<file path="config.mk">
export PLATFORM = sky130hd
export DESIGN_NAME = adder_axi_sequencer
export DESIGN_NICKNAME = d
export VERILOG_FILES = /design/src/rtl/adder_seq_pkg.sv /design/src/rtl/adder_axil_xfer.sv /design/src/rtl/adder_axi_sequencer.sv
export SDC_FILE = /design/constraint.sdc
export NUM_CORES = 1
export LEC_CHECK = 0
export CAP_MARGIN = 15
export CORE_MARGIN = 8
export CORE_UTILIZATION = 40
export DETAILED_ROUTE_END_ITERATION = 7
export PLACE_DENSITY = 0.74
export SKIP_CTS_REPAIR_TIMING = 1
export SYNTH_ARGS = -nofsm -noshare
export SYNTH_HDL_FRONTEND = slang
export SYNTH_SLANG_ARGS = --single-unit
export TNS_END_PERCENT = 100
</file>
<file path="constraint.sdc">
create_clock -name m1_axi_aclk -period 2 [get_ports m1_axi_aclk]
set_input_delay 0.2 -clock m1_axi_aclk [delete_from_list [all_inputs] [get_ports m1_axi_aclk]]
set_output_delay 0.2 -clock m1_axi_aclk [all_outputs]
set_load 0.05 [all_outputs]
</file>
<file path="src/rtl/adder_seq_pkg.sv">
// Shared definitions for the adder AXI4-Lite sequencer: FSM encodings,
// default adder register map and AXI response codes.
package adder_seq_pkg;

  typedef enum logic [3:0] {
    IDLE,
    WR_A,
    WB_A,
    WR_B,
    WB_B,
    AR_SUM,
    R_SUM,
    AR_AUX,
    R_AUX,
    RESP
  } seq_state_t;

  typedef enum logic [2:0] {
    X_IDLE,
    X_AW_W,
    X_B,
    X_AR,
    X_R
  } xfer_state_t;

  localparam logic [7:0] DEF_OPA_ADDR = 8'h00;
  localparam logic [7:0] DEF_OPB_ADDR = 8'h04;
  localparam logic [7:0] DEF_SUM_ADDR = 8'h08;
  localparam logic [7:0] DEF_AUX_ADDR = 8'h0C;

  localparam logic RESP_OKAY = 1'b0;
  localparam logic RESP_ERR  = 1'b1;

  // States in which an AXI transfer is outstanding.
  function automatic logic is_axi_state(input seq_state_t s);
    return (s != IDLE) && (s != RESP);
  endfunction

endpackage

</file>
<file path="src/rtl/adder_axil_xfer.sv">
// Single-beat AXI4-Lite write/read engine. A new transfer may be started in
// the same cycle the previous one completes, so back-to-back beats add no bubble.
module adder_axil_xfer
  import adder_seq_pkg::*;
#(
  parameter int DATA_WIDTH = 32,
  parameter int ADDR_WIDTH = 8
) (
  input  logic                    m1_axi_aclk,
  input  logic                    m1_axi_aresetn,
  input  logic                    start,
  input  logic                    rnw,
  input  logic [ADDR_WIDTH-1:0]   addr,
  input  logic [DATA_WIDTH-1:0]   wdata,
  input  logic                    abort,
  output logic                    addr_done,
  output logic                    done,
  output logic [DATA_WIDTH-1:0]   rdata,
  output logic                    err,
  output logic [ADDR_WIDTH-1:0]   m1_axi_awaddr,
  output logic                    m1_axi_awvalid,
  input  logic                    m1_axi_awready,
  output logic [DATA_WIDTH-1:0]   m1_axi_wdata,
  output logic [DATA_WIDTH/8-1:0] m1_axi_wstrb,
  output logic                    m1_axi_wvalid,
  input  logic                    m1_axi_wready,
  input  logic                    m1_axi_bresp,
  input  logic                    m1_axi_bvalid,
  output logic                    m1_axi_bready,
  output logic [ADDR_WIDTH-1:0]   m1_axi_araddr,
  output logic                    m1_axi_arvalid,
  input  logic                    m1_axi_arready,
  input  logic [DATA_WIDTH-1:0]   m1_axi_rdata,
  input  logic                    m1_axi_rresp,
  input  logic                    m1_axi_rvalid,
  output logic                    m1_axi_rready
);

  xfer_state_t xs_reg;
  logic        aw_ok;
  logic        w_ok;

  // A channel is complete once its valid has dropped or handshakes this edge.
  assign aw_ok        = !m1_axi_awvalid || m1_axi_awready;
  assign w_ok         = !m1_axi_wvalid || m1_axi_wready;
  assign rdata        = m1_axi_rdata;
  assign m1_axi_wstrb = '1;

  always_comb begin
    addr_done = 1'b0;
    done      = 1'b0;
    err       = 1'b0;
    case (xs_reg)
      X_AW_W: addr_done = aw_ok && w_ok;
      X_AR:   addr_done = m1_axi_arready;
      X_B: begin
        done = m1_axi_bvalid;
        err  = (m1_axi_bresp != RESP_OKAY);
      end
      X_R: begin
        done = m1_axi_rvalid;
        err  = (m1_axi_rresp == RESP_ERR);
      end
      default: ;
    endcase
  end

  always_ff @(posedge m1_axi_aclk) begin
    if (!m1_axi_aresetn) begin
      xs_reg         <= X_IDLE;
      m1_axi_awaddr  <= '0;
      m1_axi_awvalid <= 1'b0;
      m1_axi_wdata   <= '0;
      m1_axi_wvalid  <= 1'b0;
      m1_axi_bready  <= 1'b0;
      m1_axi_araddr  <= '0;
      m1_axi_arvalid <= 1'b0;
      m1_axi_rready  <= 1'b0;
    end else begin
      case (xs_reg)
        X_AW_W: begin
          if (m1_axi_awready) m1_axi_awvalid <= 1'b0;
          if (m1_axi_wready)  m1_axi_wvalid  <= 1'b0;
          if (aw_ok && w_ok) begin
            m1_axi_bready <= 1'b1;
            xs_reg        <= X_B;
          end
        end
        X_B: begin
          if (m1_axi_bvalid) begin
            m1_axi_bready <= 1'b0;
            xs_reg        <= X_IDLE;
          end
        end
        X_AR: begin
          if (m1_axi_arready) begin
            m1_axi_arvalid <= 1'b0;
            m1_axi_rready  <= 1'b1;
            xs_reg         <= X_R;
          end
        end
        X_R: begin
          if (m1_axi_rvalid) begin
            m1_axi_rready <= 1'b0;
            xs_reg        <= X_IDLE;
          end
        end
        default: ;
      endcase

      if (start && ((xs_reg == X_IDLE) || done)) begin
        if (rnw) begin
          m1_axi_araddr  <= addr;
          m1_axi_arvalid <= 1'b1;
          xs_reg         <= X_AR;
        end else begin
          m1_axi_awaddr  <= addr;
          m1_axi_wdata   <= wdata;
          m1_axi_awvalid <= 1'b1;
          m1_axi_wvalid  <= 1'b1;
          xs_reg         <= X_AW_W;
        end
      end

      if (abort) begin
        m1_axi_awvalid <= 1'b0;
        m1_axi_wvalid  <= 1'b0;
        m1_axi_bready  <= 1'b0;
        m1_axi_arvalid <= 1'b0;
        m1_axi_rready  <= 1'b0;
        xs_reg         <= X_IDLE;
      end
    end
  end

endmodule

</file>
<file path="src/rtl/adder_axi_sequencer.sv">
// AXI4-Lite master: writes operands A/B to the adder, reads sum and aux back.
// Define ADDER_SEQ_TIMEOUT_EN to add a per-state watchdog (TIMEOUT_CYCLES).
module adder_axi_sequencer
  import adder_seq_pkg::*;
#(
  parameter int                    DATA_WIDTH = 32,
  parameter int                    ADDR_WIDTH = 8,
  parameter logic [ADDR_WIDTH-1:0] OPA_ADDR   = ADDR_WIDTH'(DEF_OPA_ADDR),
  parameter logic [ADDR_WIDTH-1:0] OPB_ADDR   = ADDR_WIDTH'(DEF_OPB_ADDR),
  parameter logic [ADDR_WIDTH-1:0] SUM_ADDR   = ADDR_WIDTH'(DEF_SUM_ADDR),
  parameter logic [ADDR_WIDTH-1:0] AUX_ADDR   = ADDR_WIDTH'(DEF_AUX_ADDR)
`ifdef ADDER_SEQ_TIMEOUT_EN
  , parameter int                  TIMEOUT_CYCLES = 255
`endif
) (
  input  logic                    m1_axi_aclk,
  input  logic                    m1_axi_aresetn,
  input  logic                    cmd_valid,
  output logic                    cmd_ready,
  input  logic [DATA_WIDTH-1:0]   cmd_a,
  input  logic [DATA_WIDTH-1:0]   cmd_b,
  output logic                    rsp_valid,
  input  logic                    rsp_ready,
  output logic [DATA_WIDTH-1:0]   rsp_sum,
  output logic [DATA_WIDTH-1:0]   rsp_aux,
  output logic                    rsp_err,
  output logic                    busy,
  output logic [ADDR_WIDTH-1:0]   m1_axi_awaddr,
  output logic                    m1_axi_awvalid,
  input  logic                    m1_axi_awready,
  output logic [DATA_WIDTH-1:0]   m1_axi_wdata,
  output logic [DATA_WIDTH/8-1:0] m1_axi_wstrb,
  output logic                    m1_axi_wvalid,
  input  logic                    m1_axi_wready,
  input  logic                    m1_axi_bresp,
  input  logic                    m1_axi_bvalid,
  output logic                    m1_axi_bready,
  output logic [ADDR_WIDTH-1:0]   m1_axi_araddr,
  output logic                    m1_axi_arvalid,
  input  logic                    m1_axi_arready,
  input  logic [DATA_WIDTH-1:0]   m1_axi_rdata,
  input  logic                    m1_axi_rresp,
  input  logic                    m1_axi_rvalid,
  output logic                    m1_axi_rready
);

  seq_state_t              state_reg;
  logic [DATA_WIDTH-1:0]   op_b_reg;
  logic                    x_start;
  logic                    x_rnw;
  logic [ADDR_WIDTH-1:0]   x_addr;
  logic [DATA_WIDTH-1:0]   x_wdata;
  logic                    x_addr_done;
  logic                    x_done;
  logic [DATA_WIDTH-1:0]   x_rdata;
  logic                    x_err;
  logic                    timeout;

  // Next transfer is launched on the edge the previous one finishes.
  // Operand A goes straight from the command port into the write engine.
  always_comb begin
    x_start = 1'b0;
    x_rnw   = 1'b0;
    x_addr  = OPA_ADDR;
    x_wdata = cmd_a;
    case (state_reg)
      IDLE:  x_start = cmd_valid && cmd_ready;
      WB_A: begin
        x_start = x_done;
        x_addr  = OPB_ADDR;
        x_wdata = op_b_reg;
      end
      WB_B: begin
        x_start = x_done;
        x_rnw   = 1'b1;
        x_addr  = SUM_ADDR;
      end
      R_SUM: begin
        x_start = x_done;
        x_rnw   = 1'b1;
        x_addr  = AUX_ADDR;
      end
      default: ;
    endcase
  end

  adder_axil_xfer #(
    .DATA_WIDTH(DATA_WIDTH),
    .ADDR_WIDTH(ADDR_WIDTH)
  ) u_xfer (
    .m1_axi_aclk    (m1_axi_aclk),
    .m1_axi_aresetn (m1_axi_aresetn),
    .start          (x_start),
    .rnw            (x_rnw),
    .addr           (x_addr),
    .wdata          (x_wdata),
    .abort          (timeout),
    .addr_done      (x_addr_done),
    .done           (x_done),
    .rdata          (x_rdata),
    .err            (x_err),
    .m1_axi_awaddr  (m1_axi_awaddr),
    .m1_axi_awvalid (m1_axi_awvalid),
    .m1_axi_awready (m1_axi_awready),
    .m1_axi_wdata   (m1_axi_wdata),
    .m1_axi_wstrb   (m1_axi_wstrb),
    .m1_axi_wvalid  (m1_axi_wvalid),
    .m1_axi_wready  (m1_axi_wready),
    .m1_axi_bresp   (m1_axi_bresp),
    .m1_axi_bvalid  (m1_axi_bvalid),
    .m1_axi_bready  (m1_axi_bready),
    .m1_axi_araddr  (m1_axi_araddr),
    .m1_axi_arvalid (m1_axi_arvalid),
    .m1_axi_arready (m1_axi_arready),
    .m1_axi_rdata   (m1_axi_rdata),
    .m1_axi_rresp   (m1_axi_rresp),
    .m1_axi_rvalid  (m1_axi_rvalid),
    .m1_axi_rready  (m1_axi_rready)
  );

`ifdef ADDER_SEQ_TIMEOUT_EN
  localparam int TO_W = $clog2(TIMEOUT_CYCLES + 1);

  seq_state_t      prev_state_reg;
  logic [TO_W-1:0] dwell_reg;
  logic [TO_W-1:0] dwell;

  // Cycles already spent in the current state; restarts on any state change.
  assign dwell   = (state_reg != prev_state_reg) ? '0 : dwell_reg;
  assign timeout = is_axi_state(state_reg) && (dwell == TO_W'(TIMEOUT_CYCLES - 1));

  always_ff @(posedge m1_axi_aclk) begin
    if (!m1_axi_aresetn) begin
      prev_state_reg <= IDLE;
      dwell_reg      <= '0;
    end else begin
      prev_state_reg <= state_reg;
      dwell_reg      <= is_axi_state(state_reg) ? dwell + 1'b1 : '0;
    end
  end
`else
  assign timeout = 1'b0;
`endif

  always_ff @(posedge m1_axi_aclk) begin
    if (!m1_axi_aresetn) begin
      state_reg <= IDLE;
      cmd_ready <= 1'b1;
      busy      <= 1'b0;
      rsp_valid <= 1'b0;
      rsp_sum   <= '0;
      rsp_aux   <= '0;
      rsp_err   <= 1'b0;
      op_b_reg  <= '0;
    end else begin
      case (state_reg)
        IDLE: begin
          if (cmd_valid && cmd_ready) begin
            op_b_reg  <= cmd_b;
            rsp_err   <= 1'b0;
            cmd_ready <= 1'b0;
            busy      <= 1'b1;
            state_reg <= WR_A;
          end
        end
        WR_A:   if (x_addr_done) state_reg <= WB_A;
        WB_A: begin
          if (x_done) begin
            rsp_err   <= rsp_err | x_err;
            state_reg <= WR_B;
          end
        end
        WR_B:   if (x_addr_done) state_reg <= WB_B;
        WB_B: begin
          if (x_done) begin
            rsp_err   <= rsp_err | x_err;
            state_reg <= AR_SUM;
          end
        end
        AR_SUM: if (x_addr_done) state_reg <= R_SUM;
        R_SUM: begin
          if (x_done) begin
            rsp_sum   <= x_rdata;
            rsp_err   <= rsp_err | x_err;
            state_reg <= AR_AUX;
          end
        end
        AR_AUX: if (x_addr_done) state_reg <= R_AUX;
        R_AUX: begin
          if (x_done) begin
            rsp_aux   <= x_rdata;
            rsp_err   <= rsp_err | x_err;
            rsp_valid <= 1'b1;
            state_reg <= RESP;
          end
        end
        RESP: begin
          if (rsp_ready) begin
            rsp_valid <= 1'b0;
            cmd_ready <= 1'b1;
            busy      <= 1'b0;
            state_reg <= IDLE;
          end
        end
        default: state_reg <= IDLE;
      endcase

      if (timeout) begin
        rsp_sum   <= '0;
        rsp_aux   <= '0;
        rsp_err   <= 1'b1;
        rsp_valid <= 1'b1;
        state_reg <= RESP;
      end
    end
  end

endmodule

</file>
==> results of run 1 <==
stage by stage:
step | utilization [%] | area [µm²] | std cells
after floorplan | - | 6080 | 723
after global placement | 57.1 | 8560 | 1093
after detailed placement | 57.1 | 8560 | 1093
after CTS | 61.4 | 9200 | 1125
after global routing | 61.4 | 9200 | 1125
final | 61.4 | 9200 | 1125
Yosys cell counts:
master | n | share of area (%)
nor4_1 | 3 | 0.31
buf_8 | 1 | 0.25
o32a_1 | 1 | 0.17
buf_2 | 4 | 0.33
mux2i_1 | 33 | 5.5
and2_1 | 1 | 0.10
nand3_2 | 1 | 0.17
nand2_1 | 203 | 13
nand3b_1 | 2 | 0.25
nor2_2 | 1 | 0.10
nand4_1 | 2 | 0.21
a21oi_2 | 2 | 0.29
inv_1 | 3 | 0.19
and3_1 | 1 | 0.10
buf_4 | 18 | 2.2
o31ai_1 | 1 | 0.12
nor3_1 | 3 | 0.25
clkbuf_1 | 41 | 2.6
a2111oi_4 | 1 | 0.46
xor2_1 | 2 | 0.29
o211a_1 | 2 | 0.33
a21oi_1 | 108 | 9.0
or2_2 | 4 | 0.42
a211oi_2 | 32 | 6.6
o21ai_0 | 11 | 0.91
buf_6 | 6 | 1.1
nor2_1 | 47 | 2.9
nand4b_1 | 1 | 0.15
nand3_1 | 5 | 0.42
nand2b_1 | 6 | 0.62
a32oi_1 | 1 | 0.15
nor2b_1 | 5 | 0.52
conb_1 | 2 | 0.12
a31oi_1 | 2 | 0.21
dfxtp_1 | 148 | 49
o21a_1 | 1 | 0.12
and4bb_2 | 3 | 0.62
or3_1 | 1 | 0.10
power by group through the flow:
stage	logic (mW)	registers [mW]	clock network [mW]
after floorplan	0.591	3.47	0
after global placement	1.38	3.23	0
after detailed placement	1.40	3.23	0
after CTS	1.40	3.16	3.49
after global routing	1.49	3.18	3.62
final	1.39	3.16	3.42
critical path: cells and delay by family (launching register included):
family | cells | cell delay [ns]
DFF | 1 | 0.43
buffers and inverters | 2 | 0.36
AOI/OAI and AO/OA | 2 | 0.58
and+or+nand+nor | 3 | 0.44
how the worst max path moves through the flow:
stage	startpoint	to	slack, ns	depth (start not counted)
floorplan	cmd_ready	u_xfer.m1_axi_wdata[14]	0.02	6
global placement	cmd_valid	u_xfer.m1_axi_wdata[12]	-0.12	8
detailed placement	cmd_valid	u_xfer.m1_axi_wdata[14]	-0.16	8
CTS	u_xfer.xs_reg[2]	u_xfer.m1_axi_wdata[26]	0.009	7
global route	u_xfer.xs_reg[0]	u_xfer.m1_axi_wdata[29]	0.003	7
finish	u_xfer.xs_reg[1]	u_xfer.m1_axi_wdata[26]	0.11	7
layer usage:
| metal | GRT usage (%) | wire, µm |
|---|---|---|
| met1 | 21.5 | 7830 |
| met2 | 28.7 | 7970 |
| met3 | 11.6 | 2310 |
| met4 | 5.72 | 159 |
| met5 | 0 | 0 |
cell type report:
type | instances | area, µm²
Clock buffer | 18 | 439
Clock inverter | 14 | 198
Fill cell | 1283 | 5780
Inverter | 3 | 13.8
Multi-Input combinational cell | 502 | 2740
Sequential cell | 148 | 2970
Tap cell | 188 | 235
Timing Repair Buffer | 252 | 2620
cell families after synthesis:
family / count (synthesis) / share of synthesized area, %
AND/OR/NAND/NOR: 289 / 19.9
flip-flops: 148 / 49.1
AO/OA/AOI/OAI: 162 / 18.4
XOR/XNOR: 2 / 0.291
buffers and inverters: 73 / 6.68
other: 2 / 0.125
multiplexers: 33 / 5.48
layout by cell type, fill, tap and decap left out, types with 3 or more instances in the layout:
master and count:
nand2b_1 6, and4bb_2 3, nand2_1 203, nor4_1 3, nand3_1 5, nor2_1 45, dfxtp_1 146, nor2b_1 5
or2_2 4, a211oi_2 32, inv_6 3, clkdlybuf4s50_1 214, mux2i_1 33, bufinv_16 4, clkinv_4 3, clkbuf_16 17
a21oi_1 108, buf_4 23, o21ai_0 11, conb_1 16, buf_12 15
==> flow_metrics.py, run 1 <==
metrics = {
    "outcome": {
        "status": "completed",
    },
    "worst_setup_path": {
        "crit_required_ns": 2.34,
        "cp-start-kind": "flip-flop",
        "path_class": "flip-flop to flip-flop",
        "cp_slowest_cell": "dfxtp_1",
        "path_cells": "and4bb_2, nor2_1, a2111oi_4, buf_12, buf_12, nor2_1, a211oi_2",
        "worstReg2RegStart": "u_xfer.xs_reg[1]",
        "cp_max_fo": 16,
        "end_kind": "flip-flop",
        "r2r_slack_ns": 0.11,
        "crit_arrival_ns": 2.23,
        "rr_worst_depth": 7,
        "max_stage_delay_ns": 0.43,
        "r2r_end": "u_xfer.m1_axi_wdata[26]",
    },
    "global_route": {
        "grt_pass1_vias": 5520,
        "grt_max_degree": 34,
        "grt-ovfl-total": 0,
        "grt_antenna_before_repair": 0,
        "grt_use_total_pct": 18.8,
        "grt_pass1_wl_mm": 29.2,
    },
    "drt": {
        "dr.pass1.iters": 6,
        "wire_per_inst_um": 16.2,
        "drt_iter0_markers": 254,
        "dr_total_vias": 5465,
        "antenna_left": 0,
        "drcViolationCount": 0,
        "finalWirelength_mm": 18.3,
        "vias_per_cell": 4.86,
    },
    "final_layout": {
        "antenna_cells": 0,
        "synthToLayoutAreaGrowth_pct": 52.6,
        "drive_gt1_share_pct": 12.9,
        "nets": 1031,
    },
    "logic_synthesis": {
        "yosysUniqueCellTypes": 38,
        "seq_area_frac_synth_pct": 49.1,
        "yosysWarnings": 0,
        "synth.avg_cell_area_um2": 8.50,
        "ys_ff_latch": 148,
        "netlist_instances": 709,
        "syn_area_mm2": 0.00603,
    },
    "floorplan": {
        "coreArea_mm2": 0.0150,
        "fp-row-count": 45,
        "die-area_mm2": 0.0193,
        "die_x_um": 139,
        "start_util_pct": 40.3,
        "die_y_um": 139,
        "ios": 232,
    },
    "clock_network": {
        "htree_levels": 4,
        "cts_buffers": 17,
        "cts_tree": "done",
        "clock_latency_ns": 0.42,
        "cts-root-buf": "clkbuf_16",
        "cts.sinks": 148,
        "clock_path_buffers": 2,
        "clk_pin_slew_ns": 0.06,
    },
    "sta": {
        "fin_skew_ns": 0.0110,
        "finalHoldViolations": 0,
        "worst_pin_slew_ns": 0.568,
        "setup_slack_ns": 0.114,
        "fin_tns_setup_ns": 0,
        "timing.hold.ws_ns": 0.331,
        "setup_viol": 0,
        "min_period_ns": 1.89,
        "grt_setup_unrepaired": "false",
        "slew_headroom_pct": 62.0,
        "maxSlewViolCount": 0,
        "fmax_mhz": 530,
        "finalCritPeriodShare_pct": 94.3,
    },
    "place": {
        "gp_congestion": 0.795,
        "io_buffers": 215,
        "hpwl_mm": 13.1,
        "dp_slack_ns": -0.164,
    },
    "worst_hold_path": {
        "hp-start": "cmd_b[16]",
        "holdPathEnd": "op_b_reg[16]",
        "min_path_cells": 3,
        "hold_path.class": "primary input to flip-flop",
    },
    "flow_run": {
        "cap_viol_max_count": 0,
    },
    "pwr": {
        "power.share.clock_pct": 42.9,
        "netSwitchingFraction_pct": 27.1,
        "irDropWorstVdd_v": 0.000495,
        "sequentialPowerShare_pct": 39.6,
        "power_mw": 7.98,
        "cellInternalPower_mw": 5.82,
        "switchingPower_mw": 2.17,
        "comb_power_share_pct": 17.5,
        "power.leakage_nw": 3.18,
        "power.density_mw_per_mm2": 868,
    },
}
Power figures use the tool's default switching activity.
==> run 2: changes to the inputs <==
--- a/config.mk
+++ b/config.mk
@@ -5,7 +5,7 @@
 export SDC_FILE = /design/constraint.sdc
 export NUM_CORES = 1
 export LEC_CHECK = 0
-export CAP_MARGIN = 15
+export CAP_MARGIN = 10
 export CORE_MARGIN = 8
 export CORE_UTILIZATION = 40
 export DETAILED_ROUTE_END_ITERATION = 7
==> results of run 2 <==
Final layout, timing and power as in run 1 (identical DEF).
